$ cat config.mk
export PLATFORM = sky130hd
export DESIGN_NAME = coef_addr_gen
export DESIGN_NICKNAME = d
export VERILOG_FILES = /design/src/rtl/coef_addr_pkg.sv /design/src/rtl/coef_tap_cnt.sv /design/src/rtl/coef_addr_gen.sv
export SDC_FILE = /design/constraint.sdc
export NUM_CORES = 1
export LEC_CHECK = 0
export CELL_PAD_IN_SITES_DETAIL_PLACEMENT = 1
export CELL_PAD_IN_SITES_GLOBAL_PLACEMENT = 1
export CORE_MARGIN = 2
export CORE_UTILIZATION = 38
export DETAILED_ROUTE_END_ITERATION = 12
export GPL_TIMING_DRIVEN = 0
export PLACE_DENSITY = 0.82
export REMOVE_ABC_BUFFERS = 1
export SETUP_SLACK_MARGIN = 0.05
export SYNTH_ARGS = -nofsm -noshare
export SYNTH_HDL_FRONTEND = slang
export SYNTH_SLANG_ARGS = --single-unit
$ cat constraint.sdc
create_clock -name clk -period 4.7 [get_ports clk]
set_clock_uncertainty 0.15 [all_clocks]
set_input_delay 0.94 -clock clk [delete_from_list [all_inputs] [get_ports clk]]
set_output_delay 0.94 -clock clk [all_outputs]
set_load 0.01 [all_outputs]
$ cat src/rtl/coef_addr_pkg.sv
// Shared types and helpers for the coefficient-ROM address sequencer.
// Optional feature macro: COEF_ADDR_AUTORESTART_EN (see coef_addr_gen.sv).
package coef_addr_pkg;

  typedef enum logic {
    IDLE = 1'b0,
    RUN  = 1'b1
  } cag_state_t;

  typedef enum logic {
    FWD = 1'b0,
    REV = 1'b1
  } cag_mode_t;

  // Number of beats in one sweep: ceil(depth/step)
  function automatic int cag_beats(input int depth, input int step);
    return (depth + step - 1) / step;
  endfunction

endpackage

$ cat src/rtl/coef_tap_cnt.sv
// Bounded up/down stride counter producing the tap index of a sweep.
// Optional feature macro: none (COEF_ADDR_AUTORESTART_EN lives in the top).
module coef_tap_cnt
  import coef_addr_pkg::*;
#(
  parameter int DEPTH = 32,
  parameter int STEP  = 1,
  parameter int TAP_W = $clog2(DEPTH)
) (
  input  logic             clk,
  input  logic             rst,
  input  logic             load,
  input  logic             dir,
  input  logic             advance,
  output logic [TAP_W-1:0] tap,
  output logic             is_last
);

  localparam int N = cag_beats(DEPTH, STEP);
  localparam logic [TAP_W:0] LAST_TAP = (TAP_W+1)'((N - 1) * STEP);
  localparam logic [TAP_W:0] STP      = (TAP_W+1)'(STEP);
  localparam logic [TAP_W:0] BOUND    = (TAP_W+1)'(DEPTH);

  logic [TAP_W-1:0] tap_q, tap_d;
  logic [TAP_W:0]   nxt;
  logic             dir_q, dir_d;
  logic             last_q, last_d;

  always_comb begin
    tap_d  = tap_q;
    dir_d  = dir_q;
    last_d = last_q;
    nxt    = '0;
    if (load) begin
      dir_d  = dir;
      nxt    = dir ? LAST_TAP : '0;
      tap_d  = nxt[TAP_W-1:0];
      last_d = (N == 1);
    end else if (advance) begin
      // One extra bit keeps tap+2*STEP from wrapping before the bound test
      if (dir_q) begin
        nxt    = {1'b0, tap_q} - STP;
        last_d = (nxt < STP);
      end else begin
        nxt    = {1'b0, tap_q} + STP;
        last_d = ((nxt + STP) >= BOUND);
      end
      tap_d = nxt[TAP_W-1:0];
    end
  end

  always_ff @(posedge clk or posedge rst) begin
    if (rst) begin
      tap_q  <= '0;
      dir_q  <= 1'b0;
      last_q <= 1'b0;
    end else begin
      tap_q  <= tap_d;
      dir_q  <= dir_d;
      last_q <= last_d;
    end
  end

  assign tap     = tap_q;
  assign is_last = last_q;

endmodule

$ cat src/rtl/coef_addr_gen.sv
// Coefficient-ROM address sequencer: one stride sweep per start, FWD/REV.
// Define COEF_ADDR_AUTORESTART_EN to chain sweeps automatically.
module coef_addr_gen
  import coef_addr_pkg::*;
#(
  parameter int DEPTH  = 32,
  parameter int STEP   = 1,
  parameter int NUM_CH = 1,
  parameter int TAP_W  = $clog2(DEPTH),
  parameter int CH_W   = (NUM_CH > 1) ? $clog2(NUM_CH) : 1
) (
  input  logic                  clk,
  input  logic                  rst,
  input  logic                  start,
  input  logic                  mode,
  input  logic [CH_W-1:0]       ch_sel,
  input  logic                  abort,
  output logic [CH_W+TAP_W-1:0] addr,
  output logic                  addr_vld,
  input  logic                  addr_rdy,
  output logic                  last,
  output logic                  busy,
  output logic                  done
);

  localparam logic [CH_W-1:0] CH_MAX = CH_W'(NUM_CH - 1);

  cag_state_t       state_q, state_d;
  cag_mode_t        mode_q, mode_d;
  logic [CH_W-1:0]  ch_q, ch_d, ch_lat;
  logic             vld_q, vld_d;
  logic             done_q, done_d;
  logic             load, advance, dir;
  logic             fire;
  logic [TAP_W-1:0] tap;
  logic             cnt_last;

  assign ch_lat = (ch_sel > CH_MAX) ? CH_MAX : ch_sel;
  assign fire   = vld_q & addr_rdy;

  always_comb begin
    state_d = state_q;
    mode_d  = mode_q;
    ch_d    = ch_q;
    vld_d   = vld_q;
    done_d  = 1'b0;
    load    = 1'b0;
    advance = 1'b0;
    dir     = (mode_q == REV);
    unique case (state_q)
      IDLE: begin
        dir = mode;
        if (start && !abort) begin
          state_d = RUN;
          mode_d  = cag_mode_t'(mode);
          ch_d    = ch_lat;
          vld_d   = 1'b1;
          load    = 1'b1;
        end
      end
      RUN: begin
        if (abort) begin
          state_d = IDLE;
          vld_d   = 1'b0;
        end else if (fire) begin
          if (cnt_last) begin
            done_d = 1'b1;
`ifdef COEF_ADDR_AUTORESTART_EN
            ch_d   = ch_lat;
            load   = 1'b1;
`else
            state_d = IDLE;
            vld_d   = 1'b0;
`endif
          end else begin
            advance = 1'b1;
          end
        end
      end
      default: state_d = IDLE;
    endcase
  end

  always_ff @(posedge clk or posedge rst) begin
    if (rst) begin
      state_q <= IDLE;
      mode_q  <= FWD;
      ch_q    <= '0;
      vld_q   <= 1'b0;
      done_q  <= 1'b0;
    end else begin
      state_q <= state_d;
      mode_q  <= mode_d;
      ch_q    <= ch_d;
      vld_q   <= vld_d;
      done_q  <= done_d;
    end
  end

  coef_tap_cnt #(
    .DEPTH (DEPTH),
    .STEP  (STEP),
    .TAP_W (TAP_W)
  ) u_cnt (
    .clk     (clk),
    .rst     (rst),
    .load    (load),
    .dir     (dir),
    .advance (advance),
    .tap     (tap),
    .is_last (cnt_last)
  );

  assign addr     = {ch_q, tap};
  assign addr_vld = vld_q;
  assign last     = cnt_last & vld_q;
  assign busy     = (state_q == RUN);
  assign done     = done_q;

endmodule

==> Word level (Yosys, flattened, before mapping) <==
Index checks and enable logic that the tools add are counted.
{ "word_totals": {"ff_bits": 12, "latch_bits": 0, "mem_bits_rw": 0, "rom_bits": 0, "inputBits": 7, "out_inout_bits": 10, "wordCells": 52, "mem_count": 0} }
{ "classes": {"n_addsub": 3, "n_mul": 0, "div_mod_pow": 0, "order_cmp": 3, "eq_ne": 3, "shift": 0, "muxes": 27, "bitwise": 3, "n_reduce_logical": 5} }
{ "ops": {"columns": ["op", "count"], "rows": [
  ["1-bit 2-to-1 mux", 21],
  ["5-bit 2-to-1 mux", 4],
  ["5-bit by 1-bit adder with 6-bit output, second input constant", 1],
  ["6-bit by 1-bit adder with 6-bit output, second input constant", 1],
  ["6-bit >= comparator, second input constant", 1],
  ["6-bit by 1-bit less-than comparator with 1-bit output, second input constant", 1],
  ["3-bit by 2-bit inequality test with 1-bit output, second input constant", 2],
  ["5-bit by 1-bit subtractor with 6-bit output, second input constant", 1],
  ["1-bit one-hot mux with 2 select lines", 2],
  ["3-bit AND reduction", 1],
  ["1-bit bitwise AND", 2],
  ["2-bit inequality test, second input constant", 1],
  ["2-bit AND reduction", 1],
  ["2-bit nonzero test", 1],
  ["1-bit greater-than comparator, second input constant", 1],
  ["1-bit logical AND", 1],
  ["1-bit zero test", 1],
  ["1-bit NOT", 1]
]} }

==> Logic depth before layout (Yosys ltp) <==
{ "depth": {"ltp_word": 6, "depth_mapped": 6, "mapped_depth_nobuf": 6} }

==> Cells and area by module <==
Synthesis repeated with hierarchy kept, for this count alone.
{ "hier_totals": {"cells_unflattened": 77, "area_unflattened_um2": 777.0} }
{ "modules_own_cells": {"columns": ["mod", "n_inst", "cells_each", "area_each_um2", "seq_area_each_um2"], "rows": [
  ["coef_tap_cnt", 1, 56, 566.8, 175.2],
  ["coef_addr_gen", 1, 21, 210.2, 100.1]
]} }

==> Worst setup path before layout <==
No wires, ideal clock.
{ "synth_timing": {"path_kind": "input to register", "from": "input abort", "to": "register u_cnt.tap_q[3], in the netlist u_cnt.tap[3]", "t_arrival_ps": 1630, "t_required_ps": 4421, "slack_ps": 2791, "cell_stages": 4, "path_cell_list": "and4bb_4 and2_4 and3_1 nor3_2"} }
{ "synth_via": {"elab_chain_len": 5} }
{ "synth_rtl": {"columns": ["element", "line_no", "source"], "rows": [
  ["from (decl)", "coef_addr_gen.sv:17", "input logic abort,"],
  ["1-bit zero test", "coef_addr_gen.sv:53", "if (start && !abort) begin"],
  ["1-bit logical AND", "coef_addr_gen.sv:53", null],
  ["1-bit 2-to-1 mux", "coef_addr_gen.sv:53", null],
  ["1-bit 2-to-1 mux", "coef_addr_gen.sv:50", "unique case (state_q)"],
  ["5-bit 2-to-1 mux or 2-bit nonzero test (tied branches)", null, null],
  ["to (signal assigned)", "coef_tap_cnt.sv:58", "tap_q <= tap_d;"],
  ["to (decl)", "coef_tap_cnt.sv:24", "logic [TAP_W-1:0] tap_q, tap_d;"]
]} }
Several ways; a longest one is shown, not always the timed one.
A chain may end at the register's enable or synchronous reset.

==> Worst setup path after layout <==
{ "layout_timing": {"from": "register u_cnt.tap_q[2], in the netlist u_cnt.tap[2]", "to": "output addr[2]"} }
{ "layout_lines": {"columns": ["element", "line_no", "source"], "rows": [
  ["to (decl)", "coef_addr_gen.sv:18", "output logic [CH_W+TAP_W-1:0] addr,"]
]} }
No word-level cell between the ends.

==> results.md <==
- Area leader, netlist: dfrtp_1
- Post-CTS Hold Buffers: 0
- Yosys warning count: 0
- RSZ-0062 raised after global routing: no
- Pins over their slew limit: 0
- First-pass GRT wire length: 2620 um
- Arr. time, crit path: 1450 ps
- RD Place Congestion: 0.724
- Syn Inst Count: 69
- Post-synthesis sequential area ratio: 36.9%
- Buf/Inv on CP: 1
- Setup crit end kind: output pin
- Vias: 561
- CP cell instances: clkdlybuf4s50_1
- Vias in the first global route: between 500 and 600
- Hold crit path type: reg -> reg
- Async set-reset flop share out of synthesis: 100%
- Clock power frac: 22.7%
- Area Growth Syn to Fin: 26.8%
- Crit share post-route: 54.1%
- VDD IR-drop max: 190 uV
- Largest net degree at the start of global routing: 11
- Post-synth EDFFs: 0
- Pwr dens: 421 nW/um^2
- Gate power share: 38.2%
- Longest Clk Path Bufs: 2
- Total wire length: approximately 1600 um
- Overflow after GRT: 0
- Core area: 1710 sq um
- Full die area: 2140 sq um
- Multi-input logic area: 383 sq um
- Max stage delay cell, worst path: clkdlybuf4s50_1
- CP required: 3610 ps
- DRT iter0 DRCs: 1
- Final ANT Viol Nets: 0
- Clk_lat worst skew: 270 ps
- CP peak stage delay: 610 ps
- CP max FO: 9
- GRT Total Usage: 18.0%
- Setup violators final: 0
- CTS buffer count: 3
- Chip height: around 46 um
- Switching Share: between 30% and 40%
- Crit Path Class: reg -> out
- Placement row count: 15
- Diode count: 0
- Critical path's top delay family: buffers and inverters
- Unique masters post-synth: 30
- Final net count: 95
- Initial Util: 39.7%
- CTS root buf: clkbuf_4
- Setup bufs post-CTS: 0
- Fmax: about 0.4 GHz
- Number of synthesized register bits: 10
- Top FF cell, synth: dfrtp_1
- Setup TNS: 0 ps
- # DRC: 0
- Final Power: 362 uW
- CTS tree: done
- Drt first pass iters: 2
- Seq pwr share: between 30 and 40%
- Initial antenna violation count: 0
- Leakage: 0.000371 uW
- Drt via density: 5.15
- # H-tree levels: 1
- Cell area after synthesis: 678 sq um
- Yosys top cell area share: a little under two fifths
- I/O Pins: 17
- PostCTS Resize Cnt: 0
- Sequential Area: 250 sq um
- Startpoint types: flip-flop
- Status: finished, final reports clean
- Layout fillers: 199
- Mean Syn Cell Area: a little under 10 sq um
- Final worst path period need: roughly 2500 ps
- Port Buffer Count: 14
- Ratio of cells with drive above 1 in the final layout: 13.1%
- Hpwl dp: approximately 1100 um
- Synth area leaders: dfrtp_1 (37%), ha_1 (5.5%), xor2_1 (5.2%)
- # Max-Cap Violations: 0
- Net Switching: 133 uW
- Clk slew on worst S/H paths: 80 ps
- DR WL/cell: 14.5 um
- Die W: 46.2 um
- Cell internal pwr: 228 uW
- Clk sinks: 10
- Final hold violation count: 0
[final timing paths]
kind / startpoint / endpoint / slack [ps] / depth (start not counted)
min in group asynchronous: rst / addr_vld$_DFFE_PP0P_ / 800 / 2
worst max register to register: u_cnt.tap[0]$_DFFE_PP0P_ / u_cnt.tap[2]$_DFFE_PP0P_ / 2880 / 6
max in group asynchronous: rst / u_cnt.tap[4]$_DFFE_PP0P_ / 3310 / 2
worst max-delay path: u_cnt.tap[2]$_DFFE_PP0P_ / addr[2] / 2160 / 1
worst min register to register: busy$_DFF_PP0_ / done$_DFF_PP0_ / 430 / 2
worst min-delay path: busy$_DFF_PP0_ / done$_DFF_PP0_ / 430 / 2
[layer usage]
metal / part of all wire (%) / vias up / global-route usage (%)
li1: - / 270 / -
met1: 45 / 282 / 22.8
met2: 53 / 7 / 28.1
met3: 2.2 / 2 / 4.71
met4: 0.57 / 0 / 8.57
met5: 0 / - / 0
[power groups by stage]
stage / Sequential, uW / Clock (uW) / Combinational (uW)
CTS: 141 / 82.5 / 140
floorplan: 141 / 0 / 80.3
global placement: 142 / 0 / 134
global route: 146 / 87.7 / 152
finish: 141 / 82.2 / 138
detailed placement: 143 / 0 / 138
[flip-flops by register name (all words and copies together) (netlist names)]
register,cells
u_cnt.tap,5
addr_vld,1
busy,1
done,1
u_cnt.dir_q,1
u_cnt.is_last,1
[area by class of cell]
cell class / count / area share (%)
clock buffers: 4 / 4.22
flip-flops and latches: 10 / 29.1
repair buffers: 14 / 16.3
inverters: 5 / 2.18
multi-input cells: 51 / 44.5
well taps: 25 / 3.64
[placed cells by master, fill, tap and decap left out]
cell type and n:
clkdlybuf4s50_1 14, a211oi_1 1, and3_1 4, and2_4 1, and4bb_2 1, clkbuf_4 3, nor3_4 1, and2_1 1
inv_1 5, nand2b_1 1, xor2_1 4, and4bb_4 1, conb_1 1, nor2_1 1, mux2_2 1, a31oi_1 1
ha_1 3, and4b_1 1, nand3b_1 1, nor2b_1 2, nand3_1 3, a32o_1 2, o21ai_0 5, a21oi_1 4
dfrtp_1 10, nor3_2 1, xnor2_1 3, o211ai_2 1, clkbuf_8 1, o2bb2ai_1 1, nand2_1 5
[logic make-up (layout without fill, tap and decap cells)]
| kind of cell | after synthesis | count (layout) | synth area share (%) |
|---|---|---|---|
| buffers and inverters | 8 | 23 | 6.64 |
| flip-flops | 10 | 10 | 36.9 |
| other | 1 | 1 | 0.553 |
| AO/OA/AOI/OAI | 15 | 15 | 14.8 |
| multiplexers | 1 | 1 | 1.66 |
| adder cells (fa/ha/maj) | 3 | 3 | 5.54 |
| XOR/XNOR | 7 | 7 | 9.04 |
| AND/OR/NAND/NOR | 24 | 24 | 24.9 |
[per-stage QoR]
step	hold WS [ps]	instances	utilization, %	setup WS, ps	instance area (sq um)
floorplan	357	66	-	2790	652
global placement	401	105	48.2	2210	823
detailed placement	404	105	48.2	2210	823
CTS	434	109	50.3	2150	860
global route	472	109	50.3	2090	860
finish	429	109	50.3	2160	860
[synth_stat cells, types with 2 or more instances]
cell type and count:
a21oi_1 4, a32o_1 2, and3_1 4, buf_4 2
dfrtp_1 10, ha_1 3, inv_1 5, nand2_1 5
nand3_1 3, nor2b_1 2, o21ai_0 5, xnor2_1 3
xor2_1 4
Note: power is estimated with default switching activity, not from simulation.
